## config.mk

```make
export PLATFORM = sky130hd
export DESIGN_NAME = jt89_sched
export DESIGN_NICKNAME = d
export VERILOG_FILES = /design/src/rtl/jt89_sched.sv
export SDC_FILE = /design/constraint.sdc
export NUM_CORES = 1
export LEC_CHECK = 0
export ABC_AREA = 0
export ABC_CLOCK_PERIOD_IN_PS = 5100
export BUFFER_PORTS_ARGS = -buffer_cell sky130_fd_sc_hd__buf_2
export CORE_AREA = 2 2 95 97
export DETAILED_ROUTE_END_ITERATION = 12
export DIE_AREA = 0 0 97 99
export PLACE_DENSITY = 0.83
export SLEW_MARGIN = 15
export SYNTH_ARGS = -nofsm -noshare
export SYNTH_HDL_FRONTEND = slang
export SYNTH_SLANG_ARGS = --single-unit
```

## constraint.sdc

```tcl
create_clock -name clk -period 5.1 [get_ports clk]
set_input_delay 0.765 -clock clk [delete_from_list [all_inputs] [get_ports clk]]
set_output_delay 0.765 -clock clk [all_outputs]
set_load 0.005 [all_outputs]
```

## src/rtl/jt89_sched.sv

```systemverilog
// jt89_sched: SN76489-style PSG register decode and 4-slot time-multiplexed tone/noise sequencer
module jt89_sched #(
  parameter int SLOTS  = 4,
  parameter int LFSR_W = 16
)(
  input  logic        clk,
  input  logic        rst,
  input  logic        clk_en,
  input  logic        wr,
  input  logic [7:0]  din,
  output logic [2:0]  sq,
  output logic        noise,
  output logic [15:0] vol,
  output logic        busy,
  output logic        overrun
);
  localparam int SW = $clog2(SLOTS);
  localparam logic [LFSR_W-1:0] SEED = {1'b1, {(LFSR_W-1){1'b0}}};
  typedef enum logic {IDLE, RUN} state_t;
  state_t st, st_nx;
  logic [SW-1:0] slot;
  logic [9:0] tone [3];
  logic [9:0] cnt [SLOTS];
  logic [2:0] nctrl, rg, r;
  logic nclk, last, zero, fb;
  logic [LFSR_W-1:0] lfsr;
  logic [9:0] tsel, p, per, nxt;
  assign noise = lfsr[0];
  always_comb begin
    last  = slot == SW'(SLOTS-1);
    st_nx = st == IDLE ? (clk_en ? RUN : IDLE) : (last ? IDLE : RUN);
    tsel  = slot == SW'(0) ? tone[0] : slot == SW'(1) ? tone[1] : tone[2];
    p     = nctrl[1:0] == 2'd0 ? 10'd16 : nctrl[1:0] == 2'd1 ? 10'd32 :
            nctrl[1:0] == 2'd2 ? 10'd64 : (tone[2] <= 10'd1 ? 10'd1 : tone[2]);
    per   = last ? p : tsel;
    zero  = cnt[slot] == 10'd0;
    nxt   = zero ? per : cnt[slot] - 10'd1;
    fb    = nctrl[2] ? lfsr[0] ^ lfsr[3] : lfsr[0];
    r     = din[7] ? din[6:4] : rg;
  end
  always_ff @(posedge clk) begin
    if (rst) begin
      st      <= IDLE;
      slot    <= '0;
      busy    <= 1'b0;
      overrun <= 1'b0;
      sq      <= '0;
      nclk    <= 1'b0;
      lfsr    <= SEED;
      nctrl   <= '0;
      rg      <= '0;
      vol     <= 16'hFFFF;
      tone    <= '{default: '0};
      cnt     <= '{default: '0};
    end else begin
      st   <= st_nx;
      busy <= st_nx == RUN;
      slot <= st == RUN ? slot + 1'b1 : '0;
      if (clk_en && st == RUN) overrun <= 1'b1;
      if (st == RUN) begin
        if (last) begin
          cnt[slot] <= nxt;
          if (zero) begin
            nclk <= ~nclk;
            if (!nclk) lfsr <= {fb, lfsr[LFSR_W-1:1]};
          end
        end else if (tsel <= 10'd1) sq[slot] <= 1'b1;
        else begin
          cnt[slot] <= nxt;
          if (zero) sq[slot] <= ~sq[slot];
        end
      end
      // register writes come last so an LFSR reseed overrides a same-cycle shift
      if (wr) begin
        if (din[7]) rg <= din[6:4];
        if (r[0]) vol[{r[2:1], 2'b00} +: 4] <= din[3:0];
        else if (r == 3'd6) begin
          nctrl <= din[2:0];
          lfsr  <= SEED;
        end else if (din[7]) tone[r[2:1]][3:0] <= din[3:0];
        else tone[r[2:1]][9:4] <= din[5:0];
      end
    end
  end
endmodule
```

==> impl_metrics.env, run 1 <==
export IMPL_syn_num_nets=613
export IMPL_p_per_area_nw_per_um2=379
export IMPL_ff2ff_setup_slack_ns=0.89
export IMPL_cts_inserted_buffers=17
export IMPL_p_switching_uw=591
export IMPL_rows=34
export IMPL_instances_no_fill=724
export IMPL_synth_cell_types=54
export IMPL_clock_power_share_pct=49.1
export IMPL_grt_overflow=0
export IMPL_drive_above_1_share_pct=15.3
export IMPL_cp_start_kind="register"
export IMPL_reg2reg_to="cnt[33]"
export IMPL_first_pass_iters=5
export IMPL_clk_path_buf_depth=2
export IMPL_clock_fmax_ghz=0.238
export IMPL_grt_start_max_net_pins=42
export IMPL_n_antenna_cell=0
export IMPL_slew_violations=0
export IMPL_worst_path_max_fanout=18
export IMPL_synthFlopType="dfxtp_1"
export IMPL_drc=0
export IMPL_design_area_um2=6140
export IMPL_gp_congestion=0.928
export IMPL_required_ns=5.54
export IMPL_yosysSeqAreaShare_pct=42.6
export IMPL_grt_antenna_before_repair=0
export IMPL_dieHeight_um=99
export IMPL_track_usage_pct=27.8
export IMPL_wl_per_cell_um=17.9
export IMPL_clockRootBuffer="clkbuf_8"
export IMPL_die_x_um=97
export IMPL_p_leak_nw=2.38
export IMPL_dieArea_um2=9600
export IMPL_synthArstFlopShare_pct=0
export IMPL_areaGrowthSynthToFinish_pct=12.7
export IMPL_min_to="tone[10]"
export IMPL_clk_latency_ns=0.53
export IMPL_rsz0062_at_grt="no"
export IMPL_cts_resized=0
export IMPL_vdd_ir_drop_max_v=0.000209
export IMPL_vias=4552
export IMPL_clk_pin_slew_ns=0.06
export IMPL_worstSetupPathType="register to register"
export IMPL_sw_frac_of_total_pct=25.4
export IMPL_cts_setup_buffers=0
export IMPL_cts_htree_levels=4
export IMPL_synth_top_area_share_pct=42.6
export IMPL_setup_viol=0
export IMPL_status="finished clean"
export IMPL_dp_cells=693
export IMPL_reg2regPathDepth=7
export IMPL_netlist_area_um2=5450
export IMPL_skew_ns=0.0142
export IMPL_synth_edf_count=0
export IMPL_p_seq_share_pct=40.5
export IMPL_grt_pass1_wl_mm=21.5
export IMPL_dpl_hpwl_mm=8.43
export IMPL_whs_ns=0.456
export IMPL_fin_nets=627
export IMPL_intPower_mw=1.74
export IMPL_drv_cap=0
export IMPL_finalCritPeriodShare_pct=82.5
export IMPL_crit_arrival_ns=4.65
export IMPL_ioPinCount=34
export IMPL_first_iter_violations=374
export IMPL_cts_tree="built"
export IMPL_worst_pin_slew_ns=1.18
export IMPL_min_period_ns=4.21
export IMPL_portBuffers=33
export IMPL_ant_nets=0
export IMPL_core_area_um2=8550
export IMPL_place_area_um2=5580
export IMPL_viasPerCell=6.29
export IMPL_min_path_cells=2
export IMPL_utilization_pct=71.9
export IMPL_hold_violations=0
export IMPL_clock_sinks=116
export IMPL_grt_pass1_vias=4283
export IMPL_synthCells=590
export IMPL_ys_top_cells_by_area="dfxtp_1, mux2i_1, nand2_1"
export IMPL_hold_class="register to register"
export IMPL_initial_core_util_pct=63.8
export IMPL_comb_power_share_pct=10.4
export IMPL_avgSynthCellArea_um2=9.24
export IMPL_cts_hold_buffers=0
export IMPL_yosysWarnings=0
export IMPL_reg2reg_from="slot[0]"
export IMPL_routed_wl_mm=13.0
export IMPL_worstHoldStart="tone[10]"
export IMPL_maxSlewHeadroom_pct=20.1
export IMPL_crit_path_end_kind="register"
export IMPL_yosysTopAreaCell="dfxtp_1"
export IMPL_ys_ff_latch=116
export IMPL_setup_tns_ns=0
flip-flops by register name, summed over array words and instances, names as in the netlist:
| name | flops |
|---|---|
| cnt | 40 |
| tone | 30 |
| lfsr | 16 |
| vol | 16 |
| nctrl | 3 |
| rg | 3 |
| sq | 3 |
| slot | 2 |
| nclk | 1 |
| overrun | 1 |
| st | 1 |
how the worst max path moves through the flow:
stage / from / endpoint / slack, ns / cells past startpoint
after floorplan: slot[1] / cnt[30] / 2.10 / 10
after global placement: slot[0] / cnt[34] / 1.42 / 7
after detailed placement: slot[0] / cnt[30] / 1.20 / 7
after CTS: slot[0] / cnt[33] / 0.99 / 7
after global routing: slot[0] / cnt[33] / 0.72 / 7
final: slot[0] / cnt[33] / 0.89 / 7
Yosys cell counts, types with 5 or more instances:
cell       instances
o21ai_0            9
a211oi_1           6
mux2i_1           56
ha_1              11
nor3_1            12
nand3_1           24
xnor2_1            5
nor2_1            54
dfxtp_1          116
o22ai_1           15
a21oi_1           41
clkbuf_1          32
nand2b_1          21
mux4_2             8
nand2_1           68
mux2_2            10
inv_1             12
a221o_1           16
a2bb2oi_1          5
routing by layer:
layer	wire [µm]	track usage, %	vias up
met1	5600	35.4	2177
met2	6200	45.9	201
met3	883	6.95	29
met4	264	10.5	0
met5	0	0	-
li1	-	-	2145
logic make-up after synthesis:
logic type / share of synthesized area (%)
xor+xnor: 0.964
compound gates: 15.4
mux: 15.7
buf+inv: 4.57
fa+ha+maj: 2.52
simple gates: 18.2
flops: 42.6
layout by cell type (no fill, tap or decap), types with 9 or more instances in the layout:
master and instances:
nand2_1 68, inv_1 12, nand3_1 24, mux2i_1 56, dfxtp_1 116, nor3_1 12, buf_2 33, mux2_2 10
nor2_1 54, a21oi_1 41, nand2b_1 21, o21ai_0 9, clkbuf_16 16, ha_1 11, o22ai_1 15, a221o_1 16
power groups by stage:
| stage | Sequential [mW] | Combinational (mW) | Clock, mW |
|---|---|---|---|
| after floorplan | 0.954 | 0.190 | 0 |
| after global placement | 0.961 | 0.229 | 0 |
| after detailed placement | 0.962 | 0.235 | 0 |
| after CTS | 0.943 | 0.240 | 1.15 |
| after global routing | 0.946 | 0.265 | 1.18 |
| final | 0.944 | 0.243 | 1.14 |
critical path, stage by stage (launching register included):
cell	delay, ns
dfxtp_1	1.01
ha_1	0.70
mux2_2	0.41
mux2i_1	0.22
nand4_1	0.30
o311ai_0	1.08
nand2_1	0.16
a21oi_1	0.23
cell type report:
cell class | count | area [µm²]
multi-input combinational | 420 | 2880
tap | 108 | 135
clock buffer | 22 | 463
fill | 617 | 2410
inverter | 12 | 45.0
sequential | 116 | 2320
timing repair buffer | 37 | 195
clock inverter | 9 | 104
stage by stage:
step	setup slack, ns	power [mW]
2_1_floorplan	2.10	1.14
3_3_place_gp	1.42	1.19
3_5_place_dp	1.20	1.20
4_1_cts	0.992	2.33
5_1_grt	0.718	2.39
6_report	0.890	2.33
No activity file was read; power rests on OpenSTA's default activity.
==> inputs of run 2 (changes only) <==
--- a/config.mk
+++ b/config.mk
@@ -6,12 +6,12 @@
 export NUM_CORES = 1
 export LEC_CHECK = 0
 export ABC_AREA = 0
-export ABC_CLOCK_PERIOD_IN_PS = 5100
+export ABC_CLOCK_PERIOD_IN_PS = 3900
 export BUFFER_PORTS_ARGS = -buffer_cell sky130_fd_sc_hd__buf_2
-export CORE_AREA = 2 2 95 97
+export CORE_AREA = 2 2 99 101
 export DETAILED_ROUTE_END_ITERATION = 12
-export DIE_AREA = 0 0 97 99
-export PLACE_DENSITY = 0.83
+export DIE_AREA = 0 0 101 103
+export PLACE_DENSITY = 0.77
 export SLEW_MARGIN = 15
 export SYNTH_ARGS = -nofsm -noshare
 export SYNTH_HDL_FRONTEND = slang
==> constraint.sdc (replaced) <==
create_clock -name clk -period 3.9 [get_ports clk]
set_input_delay 0.585 -clock clk [delete_from_list [all_inputs] [get_ports clk]]
set_output_delay 0.585 -clock clk [all_outputs]
set_load 0.005 [all_outputs]
==> impl_metrics.env, run 2 (same netlist as run 1, synthesis figures left out) <==
export IMPL_status="finished clean"
export IMPL_grt_pass1_vias=4366
export IMPL_rsz0062_at_grt="no"
export IMPL_worst_pin_slew_ns=0.928
export IMPL_first_pass_iters=5
export IMPL_required_ns=4.26
export IMPL_cp_num_buf_inv=1
export IMPL_worstSetupPathType="register to register"
export IMPL_slowest_stage="ha_1"
export IMPL_areaGrowthSynthToFinish_pct=13.7
export IMPL_maxSlewHeadroom_pct=38.1
export IMPL_fin_nets=630
export IMPL_gp_congestion=0.963
export IMPL_cts_htree_levels=4
export IMPL_mostFrequentLayoutCell="dfxtp_1"
export IMPL_crit_arrival_ns=3.87
export IMPL_first_iter_violations=226
export IMPL_utilization_pct=65.6
export IMPL_cts_tree="built"
export IMPL_grt_pass1_wl_mm=21.1
export IMPL_design_area_um2=6200
export IMPL_largestRegisters="cnt: 40 flops, tone: 30 flops"
export IMPL_clk_pin_slew_ns=0.06
export IMPL_p_leak_nw=2.39
export IMPL_dp_cells=702
export IMPL_setup_slack_ns=0.395
export IMPL_dieArea_um2=10400
export IMPL_top_register="cnt"
export IMPL_ff2ff_setup_slack_ns=0.40
export IMPL_worst_path_max_fanout=17
export IMPL_grt_overflow=0
export IMPL_slowest_delay_ns=0.61
export IMPL_die_x_um=101
export IMPL_track_usage_pct=26.0
export IMPL_drc=0
export IMPL_hold_class="input port to register"
export IMPL_initial_core_util_pct=57.6
export IMPL_path_cells="inv_1 -> ha_1 -> mux2_2 -> mux2i_1 -> nand4_1 -> o311a_1 -> nand2b_1 -> o22ai_1"
export IMPL_slew_violations=0
export IMPL_p_per_area_nw_per_um2=497
export IMPL_setup_viol=0
export IMPL_num_fill_cells=759
export IMPL_largest_register_ffs=40
export IMPL_vdd_ir_drop_max_v=0.000266
export IMPL_clockRootBuffer="clkbuf_8"
export IMPL_portBuffers=33
export IMPL_cts_hold_buffers=0
export IMPL_place_area_um2=5620
export IMPL_clock_sinks=116
export IMPL_dieHeight_um=103
export IMPL_instances_no_fill=733
export IMPL_grt_start_max_net_pins=58
export IMPL_vias=4497
export IMPL_min_period_ns=3.50
export IMPL_rows=36
export IMPL_clock_fmax_ghz=0.285
export IMPL_clk_path_buf_depth=2
export IMPL_drv_cap=0
export IMPL_drive_above_1_share_pct=15.8
export IMPL_pre_cts_slack_ns=-0.0143
export IMPL_cp_start_kind="register"
export IMPL_viasPerCell=6.14
export IMPL_dpl_hpwl_mm=8.61
export IMPL_cts_inserted_buffers=17
export IMPL_finalCritPeriodShare_pct=89.9
export IMPL_layout_common_cells="dfxtp_1, nand2_1, mux2i_1"
export IMPL_core_area_um2=9460
export IMPL_grt_antenna_before_repair=0
export IMPL_ioPinCount=34
export IMPL_ant_nets=0
export IMPL_cts_setup_buffers=0
export IMPL_skew_ns=0.00791
export IMPL_crit_path_end_kind="register"
export IMPL_hold_violations=0
export IMPL_n_antenna_cell=0
export IMPL_routed_wl_mm=12.9
export IMPL_wl_per_cell_um=17.6
export IMPL_power_mw=3.08
export IMPL_clk_latency_ns=0.52
export IMPL_path_delay_family="multiplexers"
## run 2: path summary, 6_finish.rpt
check | startpoint | end | cells after the start
setup / recovery | slot[1] | cnt[28] | 8
hold / removal | clk_en | overrun | 3
setup reg to reg | slot[1] | cnt[28] | 8
hold reg to reg | tone[10] | tone[10] | 2
## run 2: through the flow
step / hold WS (ns) / setup TNS [ns]
detailed placement: 0.450 / -0.0143
finish: 0.319 / 0
global placement: 0.438 / 0
CTS: 0.312 / 0
floorplan: 0.433 / 0
global route: 0.318 / 0
## run 2: cell type report
class / count / area (µm²) / share of cell area, %
clock buffers: 19 / 422 / 6.80
clock inverters: 12 / 158 / 2.54
inverters: 12 / 45.0 / 0.726
multi-input cells: 420 / 2880 / 46.4
flip-flops and latches: 116 / 2320 / 37.5
well taps: 114 / 143 / 2.30
repair buffers: 40 / 230 / 3.71
## run 2: where the power goes
part / internal [mW] / total, mW / leakage (nW) / switching [mW]
combinational: 0.117 / 0.324 / 1.18 / 0.207
sequential: 1.21 / 1.23 / 0.939 / 0.0210
clock: 0.969 / 1.53 / 0.263 / 0.557
## run 2: repair_timing
action | in CTS | in global routing
cloned | 0 | 0
resized for setup | 1 | 2
endpoints found under the setup margin | 1 | 20
## run 2: tightest hold or removal path, cell delays in order
cell     delay [ns]
buf_2          0.09
a21oi_1        0.06
nor2_1         0.06
## run 2: metal layers
| layer | vias to the layer above | track usage, % | part of all wire (%) |
|---|---|---|---|
| met5 | - | 0 | 0 |
| met4 | 0 | 10.2 | 1.6 |
| met3 | 22 | 6.44 | 5.8 |
| met2 | 155 | 43.6 | 49 |
| met1 | 2174 | 32.5 | 44 |
| li1 | 2146 | - | - |
